--- src/rtl/alu_pkg.sv ---
// Shared definitions for the EX-stage ALU control/execute slice.
// Holds the ALU control codes, the R-type funct values, the ALUOp
// encodings, the decoder result payload and the executor FSM state.
package alu_pkg;

  localparam int unsigned CTRL_W  = 3;
  localparam int unsigned FUNCT_W = 6;
  localparam int unsigned ALUOP_W = 2;

  // ALU control codes driven towards the datapath and the hazard unit.
  typedef enum logic [CTRL_W-1:0] {
    CTRL_AND = 3'b000,
    CTRL_OR  = 3'b001,
    CTRL_ADD = 3'b010,
    CTRL_ILL = 3'b011,
    CTRL_SUB = 3'b110,
    CTRL_MUL = 3'b111
  } alu_ctrl_e;

  // R-type funct field values that have a defined operation.
  localparam logic [FUNCT_W-1:0] FUNCT_ADD = 6'b100000;
  localparam logic [FUNCT_W-1:0] FUNCT_SUB = 6'b100010;
  localparam logic [FUNCT_W-1:0] FUNCT_MUL = 6'b011000;
  localparam logic [FUNCT_W-1:0] FUNCT_AND = 6'b100100;
  localparam logic [FUNCT_W-1:0] FUNCT_OR  = 6'b100101;

  // ALUOp encodings coming from the main control unit.
  typedef enum logic [ALUOP_W-1:0] {
    ALUOP_RTYPE = 2'b00,
    ALUOP_OR    = 2'b01,
    ALUOP_ADD   = 2'b10,
    ALUOP_SUB   = 2'b11
  } alu_op_e;

  // Decoder output payload.
  typedef struct packed {
    alu_ctrl_e ctrl;
    logic      illegal;
  } alu_dec_t;

  // Executor FSM state.
  typedef enum logic {
    IDLE = 1'b0,
    MUL  = 1'b1
  } alu_state_e;

endpackage : alu_pkg

--- src/rtl/alu_ctrl_exec_if.sv ---
// Request/response bundle between the ID/EX register and the ALU executor.
// master: the pipeline side (drives request, flush, operands).
// slave : the executor (drives ready and the registered result fields).
interface alu_ctrl_exec_if #(
  parameter int unsigned WIDTH = 32
);
  import alu_pkg::*;

  logic               valid_i;
  logic               ready_o;
  logic               flush_i;
  logic [FUNCT_W-1:0] funct_i;
  logic [ALUOP_W-1:0] ALUOp_i;
  logic [WIDTH-1:0]   a_i;
  logic [WIDTH-1:0]   b_i;
  logic               valid_o;
  logic [WIDTH-1:0]   result_o;
  logic               zero_o;
  logic [CTRL_W-1:0]  ALUCtrl_o;
  logic               illegal_o;

  modport master (
    output valid_i, flush_i, funct_i, ALUOp_i, a_i, b_i,
    input  ready_o, valid_o, result_o, zero_o, ALUCtrl_o, illegal_o
  );

  modport slave (
    input  valid_i, flush_i, funct_i, ALUOp_i, a_i, b_i,
    output ready_o, valid_o, result_o, zero_o, ALUCtrl_o, illegal_o
  );

endinterface : alu_ctrl_exec_if

--- src/rtl/alu_decode.sv ---
// Pure combinational ALUOp/funct -> ALU control decoder.
// Ports: alu_op_i (ALUOp), funct_i (R-type funct), dec_o (ctrl + illegal).
// Every input combination is assigned, so no storage is inferred.
module alu_decode
  import alu_pkg::*;
(
  input  logic [ALUOP_W-1:0] alu_op_i,
  input  logic [FUNCT_W-1:0] funct_i,
  output alu_dec_t           dec_o
);

  always_comb begin
    dec_o.ctrl    = CTRL_ILL;
    dec_o.illegal = 1'b0;
    case (alu_op_e'(alu_op_i))
      ALUOP_OR:  dec_o.ctrl = CTRL_OR;
      ALUOP_ADD: dec_o.ctrl = CTRL_ADD;
      ALUOP_SUB: dec_o.ctrl = CTRL_SUB;
      default: begin
        case (funct_i)
          FUNCT_ADD: dec_o.ctrl = CTRL_ADD;
          FUNCT_SUB: dec_o.ctrl = CTRL_SUB;
          FUNCT_MUL: dec_o.ctrl = CTRL_MUL;
          FUNCT_AND: dec_o.ctrl = CTRL_AND;
          FUNCT_OR:  dec_o.ctrl = CTRL_OR;
          default: begin
            dec_o.ctrl    = CTRL_ILL;
            dec_o.illegal = 1'b1;
          end
        endcase
      end
    endcase
  end

endmodule : alu_decode

--- src/rtl/alu_ctrl_exec.sv ---
// EX-stage ALU: decodes ALUOp/funct and executes on WIDTH-bit operands
// behind a valid/ready handshake. and/or/add/sub/illegal finish in one
// cycle; mul is an unsigned shift-add sequence over WIDTH cycles.
// Ports: clk_i (rising edge), rst_i (async, active low),
//        bus (slave modport: request, flush, operands, result fields).
module alu_ctrl_exec
  import alu_pkg::*;
#(
  parameter int unsigned WIDTH = 32
) (
  input  logic                  clk_i,
  input  logic                  rst_i,
  alu_ctrl_exec_if.slave        bus
);

  localparam int unsigned CNT_W = $clog2(WIDTH);

  alu_state_e       state_q, state_d;
  logic             ready_q, ready_d;
  logic             valid_q, valid_d;
  logic             illegal_q, illegal_d;
  logic             zero_q, zero_d;
  alu_ctrl_e        ctrl_q, ctrl_d;
  logic [WIDTH-1:0] result_q, result_d;
  logic [WIDTH-1:0] mcand_q, mcand_d;
  logic [WIDTH-1:0] mplier_q, mplier_d;
  logic [WIDTH-1:0] acc_q, acc_d;
  logic [CNT_W-1:0] cnt_q, cnt_d;

  alu_dec_t         dec;
  logic [WIDTH-1:0] op_result;
  logic [WIDTH-1:0] acc_step;
  logic             accept;

  alu_decode u_decode (
    .alu_op_i (bus.ALUOp_i),
    .funct_i  (bus.funct_i),
    .dec_o    (dec)
  );

  // ready_q mirrors "state is IDLE", so it is the accept qualifier.
  assign accept = bus.valid_i && ready_q && !bus.flush_i;

  // Single-cycle result; mul and illegal codes give zero here.
  always_comb begin
    op_result = '0;
    case (dec.ctrl)
      CTRL_AND: op_result = bus.a_i & bus.b_i;
      CTRL_OR:  op_result = bus.a_i | bus.b_i;
      CTRL_ADD: op_result = bus.a_i + bus.b_i;
      CTRL_SUB: op_result = bus.a_i - bus.b_i;
      default:  op_result = '0;
    endcase
  end

  // One shift-add step: accumulate the multiplicand when the multiplier LSB is set.
  always_comb begin
    acc_step = acc_q;
    if (mplier_q[0]) begin
      acc_step = acc_q + mcand_q;
    end
  end

  // Next-state and next-output logic.
  always_comb begin
    state_d   = state_q;
    valid_d   = 1'b0;
    illegal_d = 1'b0;
    zero_d    = zero_q;
    ctrl_d    = ctrl_q;
    result_d  = result_q;
    mcand_d   = mcand_q;
    mplier_d  = mplier_q;
    acc_d     = acc_q;
    cnt_d     = cnt_q;

    case (state_q)
      IDLE: begin
        if (accept) begin
          if (dec.ctrl == CTRL_MUL) begin
            state_d  = MUL;
            mcand_d  = bus.a_i;
            mplier_d = bus.b_i;
            acc_d    = '0;
            cnt_d    = CNT_W'(WIDTH - 1);
          end else begin
            valid_d   = 1'b1;
            illegal_d = dec.illegal;
            ctrl_d    = dec.ctrl;
            result_d  = op_result;
            zero_d    = (op_result == '0);
          end
        end
      end
      MUL: begin
        // Flush wins over a completion landing on the same edge.
        if (bus.flush_i) begin
          state_d = IDLE;
        end else begin
          acc_d    = acc_step;
          mcand_d  = mcand_q << 1;
          mplier_d = mplier_q >> 1;
          cnt_d    = cnt_q - CNT_W'(1);
          if (cnt_q == '0) begin
            state_d  = IDLE;
            valid_d  = 1'b1;
            ctrl_d   = CTRL_MUL;
            result_d = acc_step;
            zero_d   = (acc_step == '0);
          end
        end
      end
      default: state_d = IDLE;
    endcase

    ready_d = (state_d == IDLE);
  end

  // State and output registers.
  always_ff @(posedge clk_i or negedge rst_i) begin
    if (!rst_i) begin
      state_q   <= IDLE;
      ready_q   <= 1'b1;
      valid_q   <= 1'b0;
      illegal_q <= 1'b0;
      zero_q    <= 1'b1;
      ctrl_q    <= CTRL_AND;
      result_q  <= '0;
      mcand_q   <= '0;
      mplier_q  <= '0;
      acc_q     <= '0;
      cnt_q     <= '0;
    end else begin
      state_q   <= state_d;
      ready_q   <= ready_d;
      valid_q   <= valid_d;
      illegal_q <= illegal_d;
      zero_q    <= zero_d;
      ctrl_q    <= ctrl_d;
      result_q  <= result_d;
      mcand_q   <= mcand_d;
      mplier_q  <= mplier_d;
      acc_q     <= acc_d;
      cnt_q     <= cnt_d;
    end
  end

  assign bus.ready_o   = ready_q;
  assign bus.valid_o   = valid_q;
  assign bus.illegal_o = illegal_q;
  assign bus.zero_o    = zero_q;
  assign bus.ALUCtrl_o = ctrl_q;
  assign bus.result_o  = result_q;

endmodule : alu_ctrl_exec

--- src/flat_wrapper.sv ---
// flat-port wrapper written by rule: the top's interface ports become plain ports
module alu_ctrl_exec_flat import alu_pkg::*;
#(
  parameter int unsigned WIDTH = 32
)
  (clk_i, rst_i, bus_valid_i, bus_flush_i, bus_funct_i, bus_ALUOp_i, bus_a_i, bus_b_i, bus_ready_o, bus_valid_o, bus_result_o, bus_zero_o, bus_ALUCtrl_o, bus_illegal_o);
  alu_ctrl_exec_if #(.WIDTH(WIDTH)) bus_i ();
  input  logic clk_i;
  input  logic rst_i;
  input wire logic [$bits(bus_i.valid_i)-1:0] bus_valid_i;
  input wire logic [$bits(bus_i.flush_i)-1:0] bus_flush_i;
  input wire logic [$bits(bus_i.funct_i)-1:0] bus_funct_i;
  input wire logic [$bits(bus_i.ALUOp_i)-1:0] bus_ALUOp_i;
  input wire logic [$bits(bus_i.a_i)-1:0] bus_a_i;
  input wire logic [$bits(bus_i.b_i)-1:0] bus_b_i;
  output wire logic [$bits(bus_i.ready_o)-1:0] bus_ready_o;
  output wire logic [$bits(bus_i.valid_o)-1:0] bus_valid_o;
  output wire logic [$bits(bus_i.result_o)-1:0] bus_result_o;
  output wire logic [$bits(bus_i.zero_o)-1:0] bus_zero_o;
  output wire logic [$bits(bus_i.ALUCtrl_o)-1:0] bus_ALUCtrl_o;
  output wire logic [$bits(bus_i.illegal_o)-1:0] bus_illegal_o;
  assign bus_i.valid_i = bus_valid_i;
  assign bus_i.flush_i = bus_flush_i;
  assign bus_i.funct_i = bus_funct_i;
  assign bus_i.ALUOp_i = bus_ALUOp_i;
  assign bus_i.a_i = bus_a_i;
  assign bus_i.b_i = bus_b_i;
  assign bus_ready_o = bus_i.ready_o;
  assign bus_valid_o = bus_i.valid_o;
  assign bus_result_o = bus_i.result_o;
  assign bus_zero_o = bus_i.zero_o;
  assign bus_ALUCtrl_o = bus_i.ALUCtrl_o;
  assign bus_illegal_o = bus_i.illegal_o;
  alu_ctrl_exec #(.WIDTH(WIDTH)) u_core (.clk_i(clk_i), .rst_i(rst_i), .bus(bus_i));
endmodule
--- config.mk ---
export PLATFORM = sky130hd
export DESIGN_NAME = alu_ctrl_exec_flat
export DESIGN_NICKNAME = d
export VERILOG_FILES = /design/src/rtl/alu_pkg.sv /design/src/rtl/alu_ctrl_exec_if.sv /design/src/rtl/alu_decode.sv /design/src/rtl/alu_ctrl_exec.sv /design/src/flat_wrapper.sv
export SDC_FILE = /design/constraint.sdc
export NUM_CORES = 1
export LEC_CHECK = 0
export BUFFER_PORTS_ARGS = -buffer_cell sky130_fd_sc_hd__buf_4
export CORE_MARGIN = 5
export CORE_UTILIZATION = 45
export CTS_BUF_LIST = sky130_fd_sc_hd__clkbuf_8 sky130_fd_sc_hd__clkbuf_16
export DETAILED_ROUTE_END_ITERATION = 10
export GPL_ROUTABILITY_DRIVEN = 0
export GPL_TIMING_DRIVEN = 0
export SLEW_MARGIN = 20
export SYNTH_ARGS = -nofsm -noshare
export SYNTH_HDL_FRONTEND = slang
export SYNTH_HIERARCHICAL = 1
export SYNTH_SLANG_ARGS = --single-unit
--- constraint.sdc ---
create_clock -name clk_i -period 3.9 [get_ports clk_i]
set_input_delay 0.39 -clock clk_i [delete_from_list [all_inputs] [get_ports clk_i]]
set_output_delay 0.39 -clock clk_i [all_outputs]
set_load 0.005 [all_outputs]
# Word level (Yosys, flattened, before mapping)
# Index checks and enable logic that the tools add are counted.
[classes]
mux = 50
eq_ne = 17
bitwise_logic = 4
reduce_logical = 11
add_sub_neg = 4
[op_table]
columns = ["cell", "n"]
rows = [
  ["two-way mux 32 bit", 14],
  ["one-hot mux 32 bit (2 select lines)", 4],
  ["one-hot mux 32 bit (4 select lines)", 1],
  ["adder 32 bit", 2],
  ["zero test 32 bit", 2],
  ["AND 32 bit", 1],
  ["bitwise OR 32 bit", 1],
  ["subtractor 32 bit", 1],
  ["equality test 6 bit (second input constant)", 4],
  ["two-way mux 1 bit", 17],
  ["two-way mux 5 bit", 3],
  ["one-hot mux 3 bit (5 select lines)", 1],
  ["two-way mux 3 bit", 4],
  ["one-hot mux 5 bit (2 select lines)", 1],
  ["one-hot mux 3 bit (3 select lines)", 1],
  ["equality test 3 bit (second input constant)", 2],
  ["equality test 6 x 5 -> 1 bit (second input constant)", 1],
  ["!= test 2 bit (second input constant)", 3],
  ["one-hot mux 1 bit (2 select lines)", 3],
  ["one-hot mux 3 bit (2 select lines)", 1],
  ["zero test 5 bit", 1],
  ["OR reduction 5 bit", 1],
  ["subtractor 5 x 1 -> 5 bit (second input constant)", 1],
  ["equality test 2 bit (second input constant)", 2],
  ["11 further kinds", 14],
]
[totals]
ff_bits = 141
input_bits = 76
wordCells = 97
output_inout_bits = 39

# Logic depth before layout (Yosys ltp)
[logic_depth]
word_depth = 9
ltp_mapped = 25
depth_no_buf = 22

# Hierarchy
# Netlist, hierarchy kept.
[modules_own_cells]
columns = ["module", "seq_area_each_um2", "instances", "area_per_inst_um2", "cells_each"]
rows = [
  ["alu_ctrl_exec", 3530.9, 1, 11918.9, 1418],
  ["alu_decode", 0.0, 1, 86.3, 13],
]

# Least setup slack after synthesis
# No wires, ideal clock.
[synth_path]
kind = "input to register"
startpoint = "input port bus_funct_i[5]"
endpoint = "register u_core.zero_q, in the netlist u_core/bus.zero_o"
path_slack_ns = -1.702
path_stages = 25
path_buffers = 6
required_ns = 3.806
setup_ns = 0.094
t_arrival_ns = 5.508
path_cell_list = "nor3b_1 -> and3b_2 -> o21bai_1 -> clkbuf_1 -> nor2b_1 -> clkbuf_1 -> clkbuf_1 -> clkbuf_1 -> nand2_1 -> clkbuf_1 -> o21ai_0 -> xor2_1 -> ha_1 -> clkbuf_1 -> a211oi_1 -> o21ai_1 -> o311ai_2 -> a21oi_1 -> o21ai_0 -> nand2_1 -> xnor2_1 -> a22oi_1 -> nand4_1 -> or4_1 -> o311ai_2"
[synth_lines]
columns = ["item", "line_no", "rtl"]
rows = [
  ["start, declared", "flat_wrapper.sv:12", "input wire logic [$bits(bus_i.funct_i)-1:0] bus_funct_i;"],
  ["end signal, assigned", "alu_ctrl_exec.sv:138", "zero_q <= zero_d;"],
  ["end, declared", "alu_ctrl_exec.sv:22", "logic zero_q, zero_d;"],
]

# Worst setup path in the final report
[layout_path]
startpoint = "input port bus_b_i[5]"
endpoint = "register u_core.zero_q, in the netlist u_core/bus.zero_o"
[layout_via]
elab_chain_len = 6
word_cells_on_any_way = 9
classes_between = "2 x add/sub; 4 x mux; 2 x bitwise; 1 x reduce/logical"
[layout_rtl]
columns = ["item", "line_no", "rtl"]
rows = [
  ["start, declared", "flat_wrapper.sv:15", "input wire logic [$bits(bus_i.b_i)-1:0] bus_b_i;"],
  ["subtractor 32 bit, or another cell as far along", "alu_ctrl_exec.sv:51", "CTRL_SUB: op_result = bus.a_i - bus.b_i;"],
  ["one-hot mux 32 bit (4 select lines) (*)", "alu_ctrl_exec.sv:47", "case (dec.ctrl)"],
  ["zero test 32 bit (*)", "alu_ctrl_exec.sv:91", "zero_d = (op_result == '0);"],
  ["two-way mux 1 bit (*)", "alu_ctrl_exec.sv:80", "if (dec.ctrl == CTRL_MUL) begin"],
  ["two-way mux 1 bit (*)", "alu_ctrl_exec.sv:79", "if (accept) begin"],
  ["one-hot mux 1 bit (2 select lines) (*)", "alu_ctrl_exec.sv:77", "case (state_q)"],
]
# Every way passes the cells marked *; elsewhere a longest branch is shown, timed or not. The select of a mux whose other input is x is not followed.
# A chain may end at the register's enable or synchronous reset.

==> reports/qor.yml <==
power_and_ir_drop:
  p_seq_frac: 0.294
  p_sw_mw: 2.977
  leakage_nw: 6.545
  peakVddDrop_mv: 0.2738
  share_comb_of_total_power: 0.452
  p_int_mw: 4.433
  swShare: 0.4018
  power.density_nw_per_um2: 482.8
  pwr-share-clk: 0.254
cells_and_area:
  fin_util: 0.5873
  final_nets: 1752
  areaGrowthSynthToFinish_pct: 27.85
  drive_gt1_frac: 0.2440
critical_path:
  crit_path_start_kind: "input pin"
  crit_fanout: 4
  critPathKind: "in2reg"
  end_kind: "register"
  critPathSlowestCell: "or4_4"
  path_delay_family: "simple AND/OR/NAND/NOR gates"
  slowest_delay_ns: 0.55
  path_cells: "buf_8 > or4_4 > or3_4 > nor2_4 > nand2_2 > or2_4 > or3_4 > buf_4 > o31ai_1 > xor2_1 > ha_1 > a21oi_1 > o21bai_1 > a21oi_1 > o21ai_1 > a221oi_2 > nand4_1 > or4_4 > o311ai_4"
  critPathArrivalTime_ns: 4.97
  required_ns: 4.23
  timing.critical_path.buf_inv: 2
yosys:
  syn-num-nets: 1576
  synth_ff_type: "dfrtp_1"
  synth_seq_cells: 141
  synth_area_leaders: "dfrtp_1 29%, mux2i_1 7.3%, ha_1 7.0%"
  yosysWarningCount: 6
  synthArstFlopShare: 1.000
  synth.most_common_cell: "nand2_1"
  synth_seq_area_share: 0.2941
  syn_area_per_cell_sq_um: 8.389
  synth-edff-count: 0
  synth_common_cells: "202 x nand2_1, 166 x o21ai_0, 139 x dfrtp_1"
  synthesis.area_sq_um: 12010
  synth_cells: 1431
  synthDistinctLibCells: 101
  synth_top_area_cell: "dfrtp_1"
  netlist.area_leader.share: 0.2897
routing:
  detail-route-antenna-nets: 0
  avgViaCountPerCell: 6.111
  routed_wl_microns: 44340
  drt_iter0_markers: 1178
  wl_per_cell_microns: 22.68
  firstDrtPassIters: 6
  drc: 0
  dr_total_vias: 11950
global_route:
  grt_max_degree: 75
  grt_pass1_vias: 11570
  gr-usage-all-layers: 0.2859
  grt_pass1_wl_microns: 67790
  grt_antenna_before_repair: 0
  overflow: 0
timing:
  slew_headroom: 0.3341
  post-route-period-util: 1.188
  setup_slack_ns: -0.7338
  max_freq_mhz: 215.8
  fin_worst_skew_ns: 0.01231
  tightest_slew_ns: 0.9952
  min_period_ns: 4.634
  hold_viol_final: 0
  tns_ns: -2.569
  setup_viol: 10
  rsz0062_at_grt: "true"
  drv_slew: 0
cts:
  clkSinkCount: 141
  cts_buffer_depth: 2
  htreeDepth: 4
  cts_root_buf: "clkbuf_16"
  numCtsBuffers: 17
  clk_transition_reported_paths_ns: 0.06
  cts_tree: "built"
  clock_latency_ns: 0.43
floorplan:
  core_sq_um: 26130
  dieArea_sq_um: 30050
  num_io_pins: 115
  die_w_microns: 173.3
  start_util: 0.4594
  die-height_microns: 173.3
  std_cell_rows: 59
flow_run:
  drv_cap: 0
status:
  violations: "setup timing"
  outcome: "finished with violations"
min_path:
  worstHoldPathType: "in2reg"
placed_design:
  dp_hpwl_microns: 33880
  port_buffers: 114
  pre_cts_slack_ns: -1.864
per-stage QoR:
stage	total power, mW	instances	hold WS [ns]	instance area, sq um
floorplan	4.209	1431	0.09441	12280
detailed placement	5.215	1881	0.3972	13590
CTS	7.249	1943	0.2071	14900
global placement	5.164	1880	0.4605	13560
finish	7.411	1955	0.2151	15350
global route	7.843	1954	0.2149	15350
worst paths after layout:
check | depth (start not counted) | start | to | slack [ns]
max | 19 | bus_b_i[5] | u_core/bus.zero_o | -0.73
min | 3 | bus_b_i[31] | u_core/mplier_q[31] | 0.22
max reg2reg | 13 | u_core/mcand_q[0] | u_core/bus.zero_o | -0.26
min reg2reg | 1 | u_core/bus.result_o[17] | u_core/bus.result_o[17] | 0.48
max in group asynchronous | 3 | rst_i | u_core/bus.zero_o | 2.55
min in group asynchronous | 2 | rst_i | u_core/mplier_q[7] | 0.52
sequential cells by signal, indices dropped and copies added (netlist names):
signal and flops:
u_core/mplier_q 32, u_core/bus.ALUCtrl_o 3, u_core/mcand_q 32, u_core/bus.result_o 32
u_core/bus.illegal_o 1, u_core/state_q 1, u_core/bus.ready_o 1, u_core/bus.valid_o 1
u_core/bus.zero_o 1, u_core/acc_q 32, u_core/cnt_q 5
cell families (layout without fill, tap and decap cells):
kind of cell	after synthesis	count (layout)	share of synthesized area
simple gates	448	448	0.1834
buf+inv	116	304	0.04231
fa+ha+maj	97	97	0.09651
compound gates	458	458	0.2466
other cells	0	1	0
flops	141	141	0.2941
xor+xnor	76	76	0.05701
mux	95	95	0.08004
tightest hold or removal path, stage by stage:
cell	delay [ns]
buf_4	0.11
nand2_1	0.05
nand2_1	0.05
layout by cell type (no fill, tap or decap), types with 33 or more instances in the layout:
cell | synthesis | routed
a21oi_1 | 94 | 80
buf_4 | 0 | 152
clkbuf_1 | 71 | 47
dfrtp_1 | 139 | 139
ha_1 | 67 | 56
inv_1 | 33 | 34
mux2i_1 | 87 | 87
nand2_1 | 202 | 198
nor2_1 | 76 | 71
o21ai_0 | 166 | 139
xnor2_1 | 42 | 38
xor2_1 | 33 | 33
metal layers:
layer  global-route usage  routed length, microns
met1               0.3918                   19160
met2               0.4723                   21190
met3              0.04362                    2794
met4              0.07848                    1192
met5                    0                       0
power groups by stage:
| stage | logic (mW) | clock network, mW | registers (mW) |
|---|---|---|---|
| floorplan | 2.12 | 0 | 2.09 |
| global placement | 2.97 | 0 | 2.19 |
| detailed placement | 3.01 | 0 | 2.20 |
| CTS | 3.17 | 1.90 | 2.18 |
| global route | 3.65 | 1.97 | 2.23 |
| finish | 3.35 | 1.88 | 2.18 |
final cells by class:
type / instances / area, sq um
Timing Repair Buffer: 167 / 1373
Antenna cell: 1 / 2.502
Tap cell: 335 / 419.2
Fill cell: 2398 / 10780
Buffer: 72 / 475.5
Clock inverter: 13 / 212.7
Inverter: 34 / 127.6
Clock buffer: 18 / 439.2
Sequential cell: 141 / 3531
Multi-Input combinational cell: 1174 / 8768
repair_timing:
action | 4_1_cts | 5_1_grt
cloned | 0 | 1
pin swaps | 47 | 53
hold buffers | 1 | 0
hold endpoints to repair | 67 | 0
gates resized for setup | 81 | 75
endpoints found under the setup margin | 127 | 35
setup buffers | 36 | 15
No activity file was read; power rests on OpenSTA's default activity.
